## config.mk

```make
export PLATFORM = sky130hd
export DESIGN_NAME = regfile_wb_queue
export DESIGN_NICKNAME = d
export VERILOG_FILES = /design/src/rtl/regfile_pkg.sv /design/src/rtl/wb_match_unit.sv /design/src/rtl/regfile_wb_queue.sv
export SDC_FILE = /design/constraint.sdc
export NUM_CORES = 1
export LEC_CHECK = 0
export BUFFER_PORTS_ARGS = -buffer_cell sky130_fd_sc_hd__buf_2
export CORE_AREA = 2 2 172 174
export DETAILED_ROUTE_END_ITERATION = 6
export DIE_AREA = 0 0 174 176
export GPL_TIMING_DRIVEN = 0
export PLACE_DENSITY = 0.8
export SETUP_SLACK_MARGIN = 0.15
export SYNTH_ARGS = -nofsm -noshare
export SYNTH_HDL_FRONTEND = slang
export SYNTH_HIERARCHICAL = 1
export SYNTH_SLANG_ARGS = --single-unit
```

## constraint.sdc

```tcl
create_clock -name clk -period 5.8 [get_ports clk]
set_input_delay 1.45 -clock clk [delete_from_list [all_inputs] [get_ports clk]]
set_output_delay 1.45 -clock clk [all_outputs]
set_load 0.01 [all_outputs]
```

## src/rtl/regfile_pkg.sv

```systemverilog
// Shared register-file definitions: address/data widths, register count,
// the writeback entry layout and the hard-wired zero register index.
// Latency: n/a (types and constants only). Backpressure: n/a.
package regfile_pkg;

   localparam int AW       = 5;
   localparam int DW       = 32;
   localparam int NUM_REGS = 32;
   localparam int ZERO_REG = 0;

   // One pending register-file write.
   typedef struct packed {
      logic [AW-1:0] rd;
      logic [DW-1:0] data;
   } wb_entry_t;

endpackage

```

## src/rtl/wb_match_unit.sv

```systemverilog
// Priority search over the occupied queue slots for the youngest entry whose
// destination equals addr. Latency: combinational. Backpressure: none.
// Ports: addr in; ent_rd/ent_data storage view; head = oldest slot index,
//        occ = occupied entries; hit/data out (both 0 when addr is x0).
module wb_match_unit #(
   parameter int DEPTH = 4,
   parameter int AW    = 5,
   parameter int DW    = 32,
   localparam int PW   = $clog2(DEPTH),
   localparam int CW   = PW + 1
) (
   input  logic [AW-1:0] addr,
   input  logic [AW-1:0] ent_rd   [DEPTH],
   input  logic [DW-1:0] ent_data [DEPTH],
   input  logic [PW-1:0] head,
   input  logic [CW-1:0] occ,
   output logic          hit,
   output logic [DW-1:0] data
);
   import regfile_pkg::ZERO_REG;

   logic [PW-1:0] idx;

   // Walk from oldest to youngest; a later match overrides an earlier one,
   // so the surviving value is the youngest pending write to addr.
   always_comb begin
      hit  = 1'b0;
      data = '0;
      idx  = '0;
      for (int i = 0; i < DEPTH; i++) begin
         idx = head + PW'(i);
         if ((CW'(i) < occ) && (ent_rd[idx] == addr) &&
             (addr != AW'(ZERO_REG))) begin
            hit  = 1'b1;
            data = ent_data[idx];
         end
      end
   end

endmodule

```

## src/rtl/regfile_wb_queue.sv

```systemverilog
// Writeback queue between MEM/WB and the register file write port.
// Latency: 1 cycle accept->WE3 (0 with WB_BYPASS_EN defined and queue empty).
// Backpressure: ld/alu ready from occupancy only; wb_stall holds the drain.
// Ports: ld_*/alu_* request channels, wb_stall, WE3/A3/WD3 write port,
//        A1/A2 lookups with fwd*_hit/fwd*_data, count = occupied entries.
// Optional macro WB_BYPASS_EN: empty, unstalled queue drives one request
// straight to the write port in the same cycle.
module regfile_wb_queue #(
   parameter int DEPTH = 4,
   parameter int AW    = regfile_pkg::AW,
   parameter int DW    = regfile_pkg::DW
) (
   input  logic                     clk,
   input  logic                     rst,
   input  logic                     ld_valid,
   input  logic [AW-1:0]            ld_rd,
   input  logic [DW-1:0]            ld_data,
   output logic                     ld_ready,
   input  logic                     alu_valid,
   input  logic [AW-1:0]            alu_rd,
   input  logic [DW-1:0]            alu_data,
   output logic                     alu_ready,
   input  logic                     wb_stall,
   output logic                     WE3,
   output logic [AW-1:0]            A3,
   output logic [DW-1:0]            WD3,
   input  logic [AW-1:0]            A1,
   input  logic [AW-1:0]            A2,
   output logic                     fwd1_hit,
   output logic [DW-1:0]            fwd1_data,
   output logic                     fwd2_hit,
   output logic [DW-1:0]            fwd2_data,
   output logic [$clog2(DEPTH):0]   count
);
   import regfile_pkg::ZERO_REG;

   localparam int PW = $clog2(DEPTH);
   localparam int CW = PW + 1;

   logic [AW-1:0] rd_mem   [DEPTH];
   logic [DW-1:0] data_mem [DEPTH];
   logic [PW-1:0] rd_ptr, wr_ptr, alu_slot;
   logic [CW-1:0] occ;

   logic empty, ld_nz, alu_nz, ld_take, alu_take;
   logic byp_ld, byp_alu, ld_push, alu_push, pop;

   assign count  = occ;
   assign empty  = (occ == '0);
   assign ld_nz  = (ld_rd  != AW'(ZERO_REG));
   assign alu_nz = (alu_rd != AW'(ZERO_REG));

   // A same-cycle load that will occupy a slot reserves it ahead of the ALU.
   assign ld_ready  = (occ < CW'(DEPTH));
   assign alu_ready = (ld_valid && ld_nz) ? (occ < CW'(DEPTH - 1))
                                          : (occ < CW'(DEPTH));

   // Accepted requests that really need a register write (x0 is dropped).
   assign ld_take  = ld_valid  && ld_ready  && ld_nz;
   assign alu_take = alu_valid && alu_ready && alu_nz;

`ifdef WB_BYPASS_EN
   logic byp_ok;
   // rst gates the bypass so nothing reaches the write port during reset.
   assign byp_ok  = empty && !wb_stall && rst;
   assign byp_ld  = byp_ok && ld_take;
   assign byp_alu = byp_ok && !ld_take && alu_take;
`else
   assign byp_ld  = 1'b0;
   assign byp_alu = 1'b0;
`endif

   assign ld_push  = ld_take  && !byp_ld;
   assign alu_push = alu_take && !byp_alu;
   assign pop      = !empty && !wb_stall;

   // Load is the older instruction, so it takes the first free slot.
   assign alu_slot = wr_ptr + PW'(ld_push);

   always_comb begin
      WE3 = 1'b0;
      A3  = '0;
      WD3 = '0;
      if (!empty) begin
         WE3 = pop;
         A3  = rd_mem[rd_ptr];
         WD3 = data_mem[rd_ptr];
      end else if (byp_ld) begin
         WE3 = 1'b1;
         A3  = ld_rd;
         WD3 = ld_data;
      end else if (byp_alu) begin
         WE3 = 1'b1;
         A3  = alu_rd;
         WD3 = alu_data;
      end
   end

   always_ff @(posedge clk or negedge rst) begin
      if (!rst) begin
         rd_ptr <= '0;
         wr_ptr <= '0;
         occ    <= '0;
      end else begin
         if (pop) rd_ptr <= rd_ptr + PW'(1);
         wr_ptr <= wr_ptr + PW'(ld_push) + PW'(alu_push);
         occ    <= occ + CW'(ld_push) + CW'(alu_push) - CW'(pop);
      end
   end

   // Payload storage needs no reset: every read is qualified by occ.
   always_ff @(posedge clk) begin
      if (ld_push) begin
         rd_mem[wr_ptr]   <= ld_rd;
         data_mem[wr_ptr] <= ld_data;
      end
      if (alu_push) begin
         rd_mem[alu_slot]   <= alu_rd;
         data_mem[alu_slot] <= alu_data;
      end
   end

   wb_match_unit #(.DEPTH(DEPTH), .AW(AW), .DW(DW)) u_match1 (
      .addr     (A1),
      .ent_rd   (rd_mem),
      .ent_data (data_mem),
      .head     (rd_ptr),
      .occ      (occ),
      .hit      (fwd1_hit),
      .data     (fwd1_data)
   );

   wb_match_unit #(.DEPTH(DEPTH), .AW(AW), .DW(DW)) u_match2 (
      .addr     (A2),
      .ent_rd   (rd_mem),
      .ent_data (data_mem),
      .head     (rd_ptr),
      .occ      (occ),
      .hit      (fwd2_hit),
      .data     (fwd2_data)
   );

endmodule

```

==> results_dict.tcl <==
set metrics [dict create \
    final_layout_size_suffix_gt1_frac 0.3239 \
    total_power_mw 13.80 \
    yosys.area.top_type "dfxtp_1" \
    die_x_um 174 \
    antenna_found_initial 2 \
    worstPathMaxFanout 10 \
    grt_pass1_wl_mm 96.57 \
    wl_mm 64.33 \
    slew_headroom 0.2922 \
    grt_overflow 0 \
    path_cells "buf_2 -> or4_4 -> nor2_4 -> nor4_1 -> and4_1 -> nand3_1 -> clkbuf_8 -> o211ai_1 -> a222oi_1 -> buf_2" \
    hpwl_mm 44.83 \
    synth_top_area_share 0.1742 \
    die_area_mm2 0.03062 \
    peakVddDrop_mv 0.3753 \
    syn_inst 1893 \
    p_leak_nw 8.034 \
    rsz0062_at_grt "yes" \
    yosys.area_share.simple 0.1222 \
    synth-async-reset-ratio 0.04516 \
    fin_setup_tns_ns 0 \
    holdWs_ns 0.6312 \
    drv_slew 0 \
    setup_violations 0 \
    cp.buffers_inverters 3 \
    synthXorXnorAreaFrac 0.02618 \
    placement_rows 62 \
    synth_top_family_by_area "multiplexers" \
    synthAdderAreaFrac 0.004854 \
    start_util 0.5959 \
    clk_latency_ns 0.45 \
    drt-initial-drc-count 3383 \
    ys_ff_latch 155 \
    path_clk_slew_ns 0.07 \
    setup.worst_path.start_class "input pin" \
    synth.avg_cell_area_um2 8.987 \
    cts_buffers 17 \
    max_stage_delay_ns 0.67 \
    die_y_um 176 \
    cts_tree "yes" \
    max_freq_mhz 174.3 \
    area_delta_synth_final_pct 13.17 \
    grt_use_total 0.4025 \
    ant_nets 0 \
    ys_top_cells_by_area "dfxtp_1 (17%), mux2_2 (16%), mux2i_1 (14%)" \
    period_minus_slack_ns 5.736 \
    num_vias 17620 \
    holdPathStages 2 \
    rrSetupSlack_ns 2.26 \
    wire_per_inst_um 25.70 \
    synth-main-ff-cell "dfxtp_1" \
    ioPinCount 198 \
    r2r-end "count[2]" \
    nets 2200 \
    hold_violations 0 \
    synth-edff-count 0 \
    violations "DRC" \
    worstReg2RegStart "count[2]" \
    path_class "input pin to output pin" \
    cap_violations 0 \
    hold_end "data_mem[63]" \
    grt_max_degree 17 \
    portBuffers 187 \
    cp_top_family "simple AND/OR/NAND/NOR gates" \
    crit_top_cell "buf_2" \
    reg2reg_depth 9 \
    muxShareOfSynthArea 0.4377 \
    dpl_cell_area_mm2 0.01843 \
    routed_via_density 7.041 \
    required_ns 4.35 \
    status "complete, but fails checks" \
    critPathSlowestCell "a222oi_1" \
    cp-end-kind "output pin" \
    core_area_mm2 0.02855 \
    synth_area_mm2 0.01701 \
    clk_path_buf_depth 2 \
    design_area_mm2 0.01925 \
    powerDensity_mw_per_mm2 716.7 \
    drt-pass1-iter-count 7 \
    synth_commonest_cells "mux2_2 (249), mux2i_1 (240), nand2_1 (176), nor2_1 (172), o21ai_0 (158)" \
    worstMarginPinSlew_ns 1.062 \
    ctsHtreeMaxLevel 4 \
    ys_seq_area_frac 0.1845 \
    yosys.cell_count.top_type "mux2_2" \
    cts-root-buf "clkbuf_16" \
    synth_compound_area_frac 0.1684 \
    critPathArrivalTime_ns 4.29 \
    min-delay-start "data_mem[63]" \
    routabilityCongestion 0.9882 \
    yosysWarnings 6 \
    grt_pass1_vias 17060 \
    syn-num-nets 1988 \
    yosysUniqueCellTypes 61 \
    fin_crit_sh 0.9890 \
    clock_skew_ns 0.01644 \
    cts_sinks 155 \
    min_path_type "flip-flop to flip-flop" \
    drcViolationCount 44 \
]
[worst max-delay path by stage]
stage               from            end  slack, ns  cells after the start
3_5_place_dp       A2[3]  fwd2_data[30]      -0.31                      9
5_1_grt        rd_ptr[1]  fwd1_data[10]       0.08                     11
2_1_floorplan      A1[1]  fwd1_data[10]       0.54                     10
6_report           A2[1]  fwd2_data[31]       0.06                     10
3_3_place_gp       A2[3]  fwd2_data[30]      -0.36                      9
4_1_cts            A1[3]  fwd1_data[10]       0.15                     11
[tightest hold or removal path, delay by kind of cell, from the launching register on]
family | cells | cell delay [ns]
multiplexers | 2 | 0.23
flip-flops | 1 | 0.36
[metal layers]
layer  global-route usage  share of wire
met1               0.5117           0.38
met2               0.6393           0.44
met3              0.09410           0.13
met4               0.2094          0.050
met5                    0        0.00020
[stage by stage]
stage | worst slack [ns] | util | cells
after floorplan | 0.5365 | - | 1893
after global placement | -0.3579 | 0.6456 | 2464
after detailed placement | -0.3056 | 0.6456 | 2464
after CTS | 0.1472 | 0.6708 | 2501
after global routing | 0.08127 | 0.6744 | 2503
final | 0.06381 | 0.6744 | 2503
[layout make-up]
class / count / area (um^2)
diodes: 1 / 2.502
clock buffers: 17 / 425.4
multi-input cells: 1546 / 13020
clock inverters: 15 / 163.9
fillers: 2304 / 9294
repair buffers: 193 / 980.9
inverters: 10 / 37.54
plain buffers: 182 / 1007
flip-flops and latches: 155 / 3139
well taps: 384 / 480.5
[where the power goes]
group | internal (mW) | switching [mW] | total [mW]
Combinational | 4.54 | 5.36 | 9.89
Clock | 0.642 | 0.531 | 1.17
Sequential | 1.67 | 1.06 | 2.73
Total | 6.85 | 6.95 | 13.8
[state kept, by name, indices dropped and copies added (netlist names)]
signal    cells
rd_mem       20
data_mem    128
count         3
wr_ptr        2
rd_ptr        2
[kinds of logic after synthesis]
family	Yosys count
buffers and inverters	192
xor gates and xnor gates	50
adders and majority gates	6
DFF	155
and+or+nand+nor	455
AOI/OAI and AO/OA	404
muxes	631
[cell usage in the layout (no fill, tap or decap), types with 5 or more instances in the layout]
master and instances:
inv_1 8, clkbuf_1 43, o211ai_1 46, buf_2 231
o21ai_0 158, nand3_1 6, a211o_1 44, clkbuf_4 13
mux2_2 249, ha_1 5, nor2b_1 41, nand2_1 176
a21o_1 19, xor2_1 18, dfrtp_1 6, inv_6 5
nor3_1 10, buf_6 20, nor2_1 169, xnor2_1 31
clkbuf_16 17, mux4_2 57, mux2i_1 240, dfxtp_1 148
a22o_1 20, mux2_1 85, a21oi_1 24, buf_4 14
buf_1 29, nand4_1 6, clkbuf_2 24, a222oi_1 60
and3_1 5
[repair_timing]
item                       4_1_cts  5_1_grt
setup endpoints to repair       64       62
gates resized for setup         33       63
pin swaps                        7       11
setup buffers                    5        1
hold buffers                     0        0
No activity file was read; power rests on OpenSTA's default activity.
